--- config.mk ---
export PLATFORM = sky130hd
export DESIGN_NAME = rgb_wheel
export DESIGN_NICKNAME = d
export VERILOG_FILES = /design/src/rtl/rgb_pkg.sv /design/src/rtl/pwm_channel.sv /design/src/rtl/rgb_wheel.sv
export SDC_FILE = /design/constraint.sdc
export NUM_CORES = 1
export LEC_CHECK = 0
export BUFFER_PORTS_ARGS = -buffer_cell sky130_fd_sc_hd__buf_2
export CORE_ASPECT_RATIO = 1.5
export CORE_MARGIN = 2
export CORE_UTILIZATION = 25
export DETAILED_ROUTE_END_ITERATION = 6
export GPL_TIMING_DRIVEN = 0
export PLACE_DENSITY = 0.51
export SLEW_MARGIN = 10
export SYNTH_ARGS = -nofsm -noshare
export SYNTH_HDL_FRONTEND = slang
export SYNTH_SLANG_ARGS = --single-unit
--- constraint.sdc ---
create_clock -name clk -period 2.3 [get_ports clk]
set_input_delay 0.23 -clock clk [delete_from_list [all_inputs] [get_ports clk]]
set_output_delay 0.23 -clock clk [all_outputs]
set_load 0.02 [all_outputs]
--- src/rtl/rgb_pkg.sv ---
// rgb_pkg: shared types and helpers for the RGB colour-wheel sequencer.
//   sector_t      - hue sector, RED..MAGENTA (codes 6 and 7 are never produced)
//   mode_t        - sequencer mode; code 3 is reserved and treated as HOLD
//   sector_colour - pure sector colour as a {R,G,B} mask
package rgb_pkg;

  typedef enum logic [2:0] {
    RED     = 3'd0,
    YELLOW  = 3'd1,
    GREEN   = 3'd2,
    CYAN    = 3'd3,
    BLUE    = 3'd4,
    MAGENTA = 3'd5
  } sector_t;

  typedef enum logic [1:0] {
    STEP = 2'd0,
    FADE = 2'd1,
    HOLD = 2'd2
  } mode_t;

  // {R,G,B} mask of the fully saturated colour for a sector.
  function automatic logic [2:0] sector_colour(input sector_t s);
    logic [2:0] mask;
    case (s)
      RED:     mask = 3'b100;
      YELLOW:  mask = 3'b110;
      GREEN:   mask = 3'b010;
      CYAN:    mask = 3'b011;
      BLUE:    mask = 3'b001;
      MAGENTA: mask = 3'b101;
      default: mask = 3'b000;
    endcase
    return mask;
  endfunction

endpackage

--- src/rtl/pwm_channel.sv ---
// pwm_channel: one PWM output channel.
// Ports:
//   clk, rst  - clock, synchronous active-high reset
//   pwm_cnt   - shared free-running PWM counter
//   duty      - target duty for the next period
//   latch     - strobe (asserted while pwm_cnt is at its maximum) that captures duty
//   pwm_out   - registered channel output, active-high
module pwm_channel #(
  parameter int unsigned PWM_BITS = 8
) (
  input  logic                clk,
  input  logic                rst,
  input  logic [PWM_BITS-1:0] pwm_cnt,
  input  logic [PWM_BITS-1:0] duty,
  input  logic                latch,
  output logic                pwm_out
);

  localparam logic [PWM_BITS-1:0] Max = '1;

  logic [PWM_BITS-1:0] duty_r;

  // Duty is only captured on the last count of a period, so a new value
  // never cuts a period short or stretches it.
  always_ff @(posedge clk) begin
    if (rst) begin
      duty_r  <= '0;
      pwm_out <= 1'b0;
    end else begin
      if (latch) begin
        duty_r <= duty;
      end
      // Max must be solid on: pwm_cnt < Max alone would drop the last count.
      pwm_out <= (pwm_cnt < duty_r) || (duty_r == Max);
    end
  end

endmodule

--- src/rtl/rgb_wheel.sv ---
// rgb_wheel: RGB colour-wheel sequencer with PWM brightness.
// Walks the hue order red, yellow, green, cyan, blue, magenta either as hard
// steps or as a smooth cross-fade; can hold or reverse. Outputs are active-high.
// Parameters:
//   PWM_BITS      - duty/phase resolution, Max = 2^PWM_BITS-1
//   STEP_INTERVAL - clk cycles per phase increment (>= 1)
// Ports:
//   clk, rst          - clock, synchronous active-high reset
//   enable            - 1 = hue advances, 0 = hue frozen (PWM keeps running)
//   mode              - 0 STEP, 1 FADE, 2 HOLD, 3 reserved (as HOLD)
//   reverse           - 0 forward hue order, 1 backward
//   red, green, blue  - PWM channel outputs
//   sector            - current hue sector 0..5
//   wrap              - one-cycle pulse when the sector wraps 5->0 or 0->5
module rgb_wheel
  import rgb_pkg::*;
#(
  parameter int unsigned PWM_BITS      = 8,
  parameter int unsigned STEP_INTERVAL = 46875
) (
  input  logic       clk,
  input  logic       rst,
  input  logic       enable,
  input  logic [1:0] mode,
  input  logic       reverse,
  output logic       red,
  output logic       green,
  output logic       blue,
  output logic [2:0] sector,
  output logic       wrap
);

  localparam int unsigned TickW = (STEP_INTERVAL > 1) ? $clog2(STEP_INTERVAL) : 1;
  localparam logic [TickW-1:0]    TickLast = TickW'(STEP_INTERVAL - 1);
  localparam logic [PWM_BITS-1:0] Max      = '1;

  logic [TickW-1:0]    tick_q, tick_d;
  logic [PWM_BITS-1:0] phase_q, phase_d;
  sector_t             sector_q, sector_d;
  logic [PWM_BITS-1:0] pwm_cnt_q;
  logic                wrap_q, wrap_d;

  logic                run_mode;
  logic                fade_mode;
  logic                adv;
  logic                latch;
  logic [PWM_BITS-1:0] up, dn;
  logic [2:0]          mask;
  logic [PWM_BITS-1:0] r_tgt, g_tgt, b_tgt;

  // HOLD and the reserved code both fall outside run_mode.
  assign run_mode  = (mode == STEP) || (mode == FADE);
  assign fade_mode = (mode == FADE);
  assign adv       = (tick_q == TickLast) && enable && run_mode;
  // Suppressing the latch outside STEP/FADE is what makes HOLD keep the
  // last latched duties.
  assign latch     = (pwm_cnt_q == Max) && run_mode;

  always_comb begin
    tick_d = (tick_q == TickLast) ? '0 : tick_q + 1'b1;
  end

  // Hue walk: phase sweeps 0..Max within a sector, then carries into sector.
  always_comb begin
    phase_d  = phase_q;
    sector_d = sector_q;
    wrap_d   = 1'b0;
    if (adv) begin
      if (sector_q > MAGENTA) begin
        // Recovery from an illegal code: restart the wheel at red.
        sector_d = RED;
        phase_d  = '0;
      end else if (!reverse) begin
        if (phase_q == Max) begin
          phase_d = '0;
          if (sector_q == MAGENTA) begin
            sector_d = RED;
            wrap_d   = 1'b1;
          end else begin
            sector_d = sector_t'(sector_q + 3'd1);
          end
        end else begin
          phase_d = phase_q + 1'b1;
        end
      end else begin
        if (phase_q == '0) begin
          phase_d = Max;
          if (sector_q == RED) begin
            sector_d = MAGENTA;
            wrap_d   = 1'b1;
          end else begin
            sector_d = sector_t'(sector_q - 3'd1);
          end
        end else begin
          phase_d = phase_q - 1'b1;
        end
      end
    end
  end

  // Target duties: FADE ramps one channel per sector, STEP shows pure colour.
  assign up   = phase_q;
  assign dn   = Max - phase_q;
  assign mask = sector_colour(sector_q);

  always_comb begin
    r_tgt = '0;
    g_tgt = '0;
    b_tgt = '0;
    if (fade_mode) begin
      case (sector_q)
        RED:     begin r_tgt = Max; g_tgt = up;  b_tgt = '0;  end
        YELLOW:  begin r_tgt = dn;  g_tgt = Max; b_tgt = '0;  end
        GREEN:   begin r_tgt = '0;  g_tgt = Max; b_tgt = up;  end
        CYAN:    begin r_tgt = '0;  g_tgt = dn;  b_tgt = Max; end
        BLUE:    begin r_tgt = up;  g_tgt = '0;  b_tgt = Max; end
        MAGENTA: begin r_tgt = Max; g_tgt = '0;  b_tgt = dn;  end
        default: begin r_tgt = '0;  g_tgt = '0;  b_tgt = '0;  end
      endcase
    end else begin
      r_tgt = mask[2] ? Max : '0;
      g_tgt = mask[1] ? Max : '0;
      b_tgt = mask[0] ? Max : '0;
    end
  end

  always_ff @(posedge clk) begin
    if (rst) begin
      tick_q    <= '0;
      phase_q   <= '0;
      sector_q  <= RED;
      pwm_cnt_q <= '0;
      wrap_q    <= 1'b0;
    end else begin
      tick_q    <= tick_d;
      phase_q   <= phase_d;
      sector_q  <= sector_d;
      pwm_cnt_q <= pwm_cnt_q + 1'b1;
      wrap_q    <= wrap_d;
    end
  end

  pwm_channel #(.PWM_BITS(PWM_BITS)) u_red (
    .clk     (clk),
    .rst     (rst),
    .pwm_cnt (pwm_cnt_q),
    .duty    (r_tgt),
    .latch   (latch),
    .pwm_out (red)
  );

  pwm_channel #(.PWM_BITS(PWM_BITS)) u_green (
    .clk     (clk),
    .rst     (rst),
    .pwm_cnt (pwm_cnt_q),
    .duty    (g_tgt),
    .latch   (latch),
    .pwm_out (green)
  );

  pwm_channel #(.PWM_BITS(PWM_BITS)) u_blue (
    .clk     (clk),
    .rst     (rst),
    .pwm_cnt (pwm_cnt_q),
    .duty    (b_tgt),
    .latch   (latch),
    .pwm_out (blue)
  );

  assign sector = sector_q;
  assign wrap   = wrap_q;

endmodule

# Word level (Yosys, flattened, before mapping)
# Cells that the tools add are included.
[totals] ff_bits=63 wordCells=78
[classes] addsub=7 n_lt_le_gt_ge=4 n_eq_ne=13 muxes=25 bitwise_logic=1 n_reduce_logical=17
[op_table] cell="8-bit 2-to-1 mux" count=10
[op_table] cell="8-bit case mux with 3 select lines" count=3
[op_table] cell="8-bit == test, second input constant" count=5
[op_table] cell="8-bit less-than comparator" count=3
[op_table] cell="3-bit 2-to-1 mux" count=6
[op_table] cell="3-bit case mux with 6 select lines" count=1
[op_table] cell="16-bit by 1-bit adder with 16-bit output, second input constant" count=1
[op_table] cell="8-bit by 1-bit adder with 8-bit output, second input constant" count=2
[op_table] cell="16-bit == test, second input constant" count=1
[op_table] cell="8-bit zero test" count=1
[op_table] cell="2-bit OR reduction" count=4
[op_table] cell="8-bit by 1-bit subtractor with 8-bit output, second input constant" count=1
[op_table] cell="8-bit subtractor, first input constant" count=1
[op_table] cell="3-bit by 2-bit == test with 1-bit output, second input constant" count=2
[op_table] cell="3-bit == test, second input constant" count=2
[op_table] cell="1-bit 2-to-1 mux" count=5
[op_table] cell="1-bit logical OR" count=4
[op_table] cell="3-bit by 1-bit adder with 3-bit output, second input constant" count=1
[op_table] cell="3-bit by 1-bit == test with 1-bit output, second input constant" count=1
[op_table] cell="3-bit greater-than comparator, second input constant" count=1
[op_table] cell="1-bit logical AND" count=3
[op_table] cell="3-bit zero test" count=1
[op_table] cell="3-bit by 1-bit inequality test with 1-bit output, second input constant" count=1
[op_table] cell="3-bit AND reduction" count=1
[op_table] cell="6 further kinds" count=6

# Longest topological paths before layout
[logic_depth] depth_word=5 depth_mapped=8 mapped_depth_nobuf=7

# Modules after synthesis
# From an unflattened synthesis, not the netlist that was laid out.
[unflattened] hier_cells=521 area_unflattened_um2=4071.4
[by_module_without_submodules] module="rgb_wheel" n_inst=1 cells_each=359 area_per_inst_um2=2570.0
[by_module_without_submodules] module="pwm_channel" n_inst=3 cells_each=54 area_per_inst_um2=500.5

# Worst setup path after synthesis
# No wires, ideal clock.
[synth_path] kind="register -> register" start="register sector_q[0], in the netlist sector[0]" end="register u_blue.duty_r[0]" setup_time_ns=0.078 t_arrival_ns=2.217 t_required_ns=2.222 setup_slack_ns=0.005 path_stages_with_launch=9 cell_sequence="dfxtp_1 clkbuf_1 clkbuf_1 and2_1 ha_1 nor2_1 o31ai_1 a21oi_1 nor3_1"
[synth_between] elab_chain_cells=4 word_cells_on_any_way=11
[synth_lines] item="start: declaration" line_no="rgb_wheel.sv:39" text="sector_t sector_q, sector_d;"
[synth_lines] item="start signal: assignment" line_no="rgb_wheel.sv:137" text="sector_q <= sector_d;"
[synth_lines] item="3-bit == test (tied with other cells)" line_no="rgb_pkg.sv:25, rgb_wheel.sv:111"
[synth_lines] item="3-bit case mux with 6 select lines or 2-bit OR reduction (tied branches)"
[synth_lines] item="8-bit 2-to-1 mux or 8-bit case mux with 3 select lines (tied branches)" line_no="rgb_wheel.sv:123, rgb_wheel.sv:111"
[synth_lines] item="8-bit 2-to-1 mux (*)" line_no="rgb_wheel.sv:110" text="if (fade_mode) begin"
[synth_lines] item="end signal: assignment" line_no="pwm_channel.sv:31" text="duty_r <= duty;"
[synth_lines] item="end: declaration" line_no="pwm_channel.sv:21" text="logic [PWM_BITS-1:0] duty_r;"
# Every way passes the cells marked *; elsewhere a longest branch is shown, timed or not.
# A chain may end at the register's enable or synchronous reset.

# Worst setup path after layout
[layout_path] start="register tick_q[14]" end="register wrap_q, in the netlist wrap"
[layout_between] elab_chain_cells=5
[layout_lines] item="start: declaration" line_no="rgb_wheel.sv:37" text="logic [TickW-1:0] tick_q, tick_d;"
[layout_lines] item="start signal: assignment" line_no="rgb_wheel.sv:135" text="tick_q <= tick_d;"
[layout_lines] item="16-bit == test" line_no="rgb_wheel.sv:54" text="assign adv = (tick_q == TickLast) && enable && run_mode;"
[layout_lines] item="1-bit logical AND (2 in a row)" line_no="rgb_wheel.sv:54"
[layout_lines] item="1-bit inverter (no source line)"
[layout_lines] item="3-bit OR reduction (no source line)"
[layout_lines] item="end signal: assignment" line_no="rgb_wheel.sv:139" text="wrap_q <= wrap_d;"
[layout_lines] item="end: declaration" line_no="rgb_wheel.sv:41" text="logic wrap_q, wrap_d;"
# Every way passes these cells.

==> metrics.md <==
| Metric | Value |
|---|---|
| Initial core utilization | 0.2541 |
| GRT Total Usage | 0.1425 |
| Io pins | 13 |
| Max-slew violation count | 0 |
| Antenna-violating nets left | 0 |
| Max cap viols | 0 |
| DR WL/cell | 15.13 um |
| Critical Path RT | around 2.5 ns |
| Reg-to-reg setup timing slack | between 0.1 and 0.15 ns |
| Leakage | between 0.0015 and 0.002 uW |
| Clk buf depth | 2 |
| Library cells used by synthesis | 56 |
| Vias in the first global route | 3879 |
| Outcome | finished, final reports clean |
| Slowest cell on crit path | or4_4 |
| 1st-iter DRT viols | 253 |
| Synth Area in Compound Gates | 0.2160 |
| Syn avg cell area | 7.669 um2 |
| Port Buffers | 12 |
| Die Y | 160.8 um |
| Post-synthesis xor/xnor area fraction | 0.03850 |
| First-pass GRT wire length | 19530 um |
| Residual DRC count | 0 |
| Worst hold slack | ~0.33 ns |
| Crit path time final | ~2.2 ns |
| Seq cells post-synth | between 60 and 70 |
| Simple-gate share of the synthesized area | 0.2670 |
| Clk slew on worst S/H paths | roughly 0.05 ns |
| Multiplexer share of the synthesized area | 0.007333 |
| Max incr delay on CP | between 0.5 and 0.6 ns |
| Endpoints failing hold | 0 |
| Fin crit share | 0.9502 |
| Worst vdd ir | ~0.27 mV |
| RD Place Congestion | between 0.8 and 0.9 |
| Leading area contributor after synthesis | dfxtp_1 |
| CP cell instances | or4b_1 > or4_4 > or2_1 > buf_6 > nor4_2 |
| # clock sinks | 63 |
| Root buffer cell | clkbuf_16 |
| CORE AREA | approximately 0.016 mm2 |
| Initial antenna violation count | 0 |
| TritonCTS clock tree | built |
| Filler cells | ~1800 |
| Synth Warn # | 0 |
| Post-synth ARST share | 0 |
| Mapped Cells | approximately 530 |
| Post-Synth Adder-Cell Area | 0.09777 |
| Register area | approximately 0.0013 mm2 |
| Rel. slew slack | 0.5791 |
| WP data arrival | 2.41 ns |
| Multi-input logic area | about 0.0026 mm2 |
| Row Count | 57 |
| Number of synthesized flops with an enable pin | 0 |
| Startpoint Class | flop |
| Die area | about 0.017 mm2 |
| Place WS | -0.6023 ns |
| Main combinational cell family by area after synthesis | simple AND/OR/NAND/NOR gates |
| Most used flip-flop cell after synthesis | dfxtp_1 |
| Post-synth top cells | nor2_1, dfxtp_1, a21oi_1, nand2_1, ha_1 |
| Yosys top cell area share | 0.3080 |
| Clk_lat worst skew | around 0.33 ns |
| Worst Hold Class | primary input to flop |
| Htree depth | 3 |
| Drt total wl | 11590 um |
| Crit. End Element | flop |
| DP HPWL | ~9000 um |
| Final net count | slightly below 600 |
| Pwr dens | 541.3 mW/mm2 |
| Largest net degree at the start of global routing | 13 |
| Worst Max-Slew Pin Slew | 0.6314 ns |
| Via density per instance | 4.979 |
| Sequential area share after synthesis | 0.3080 |
| Total gr overflow | 0 |
| Vias | between 3000 and 4000 |
| Final core occ | 0.2942 |
| Drt first pass iters | 4 |
| Area of the mapped netlist | roughly 0.0041 mm2 |
| Die width | 108.5 um |
| Worst Clk Skew | approximately 0.0046 ns |
| Top cells by area, synth | dfxtp_1, ha_1, nor2_1 |
| Final worst slack | 0.1146 ns |
| # diodes | 0 |
| Synth Net Count | between 500 and 600 |
| Final Setup Violations | 0 |
| Fmax achieved | between 400 and 500 MHz |
| Worst-path maximum fanout | 9 |
| TritonCTS buffer count | 9 |
| Layout area overhead | 15.80% |
| Count leader, synth | nor2_1 |
| Path type of the worst setup path | flop to flop |
| Layout cells sized above 1 | 0.09464 |
==> critical path, delay by kind of cell, from the launching register on <==
family | cells | cell delay, ns
buffers and inverters | 1 | 0.15
DFF | 1 | 0.32
and+or+nand+nor | 4 | 1.62
==> routing by layer <==
metal,global-route usage,part of all wire,vias up
met5,0,0,-
met4,0.05653,0.030,0
met3,0.02760,0.031,20
met2,0.2628,0.54,64
met1,0.1562,0.40,1777
li1,-,-,1953
==> cell usage in the layout (no fill, tap or decap), types with 4 or more instances in the layout <==
cell | netlist | final
buf_1 | 4 | 4
xnor2_1 | 8 | 8
dfxtp_1 | 63 | 60
nand2_1 | 37 | 37
nand3_1 | 16 | 16
nor2_1 | 64 | 64
clkbuf_16 | 0 | 9
nand4_1 | 17 | 17
nor3_1 | 15 | 15
nor2b_1 | 15 | 15
o21ai_0 | 17 | 17
ha_1 | 32 | 32
o21bai_1 | 10 | 10
a21oi_1 | 37 | 37
nand3b_1 | 5 | 5
o21ai_1 | 8 | 8
inv_1 | 31 | 31
o211ai_1 | 11 | 11
buf_2 | 1 | 14
xor2_1 | 10 | 10
clkbuf_2 | 0 | 5
o22ai_1 | 10 | 10
or3_1 | 9 | 9
a211oi_1 | 17 | 17
clkbuf_1 | 29 | 21
a31oi_1 | 6 | 6
and3_1 | 6 | 6
a21o_1 | 4 | 4
nand2b_1 | 7 | 7
==> final timing paths <==
kind                   start            end  cells after the start
setup / recovery  tick_q[14]           wrap                      5
setup reg to reg  tick_q[14]           wrap                      5
hold / removal           rst  u_red.pwm_out                      3
hold reg to reg    tick_q[0]      tick_q[0]                      1
==> stage by stage <==
stage | instances | TNS (ns) | instance area, um2 | power (uW)
floorplan | 534 | 0 | 4095 | 1237
global placement | 752 | -5.040 | 4413 | 1284
detailed placement | 752 | -6.778 | 4413 | 1285
CTS | 767 | 0 | 4733 | 2608
global route | 766 | -0.002887 | 4742 | 2677
finish | 766 | 0 | 4742 | 2567
==> report_power, final <==
part	internal [uW]	leakage [uW]	total, uW	switching (uW)
clock network	829	0.000135	1310	477
registers	1110	0.000510	1120	16.1
logic	54.3	0.000983	139	84.5
==> cell type report <==
cell class	count	area share
sequential	63	0.2668
timing repair buffer	15	0.01741
tap	206	0.05435
clock inverter	4	0.01003
buffer	31	0.02797
inverter	34	0.02691
multi-input combinational	402	0.5475
clock buffer	11	0.04908
==> cell families after synthesis <==
kind of cell / count (synthesis)
fa+ha+maj: 32
flops: 63
mux: 3
simple gates: 212
xor+xnor: 18
compound gates: 137
buf+inv: 69
==> sequential cells by signal, indices dropped and copies added, names as in the netlist <==
signal	flops
phase_q	8
u_red.duty_r	8
u_blue.pwm_out	1
u_blue.duty_r	8
u_green.pwm_out	1
tick_q	16
sector	3
u_red.pwm_out	1
pwm_cnt_q	8
wrap	1
u_green.duty_r	8
==> repair_timing <==
| action | in CTS | in global routing |
|---|---|---|
| resized for setup | 7 | 11 |
| hold buffers | 0 | 0 |
| buffers inserted | 2 | 1 |
| hold endpoints to repair | 0 | 0 |
| gates cloned | 0 | 0 |
| endpoints found under the setup margin | 28 | 27 |
| pin swaps | 1 | 2 |
No activity file was read; power rests on OpenSTA's default activity.
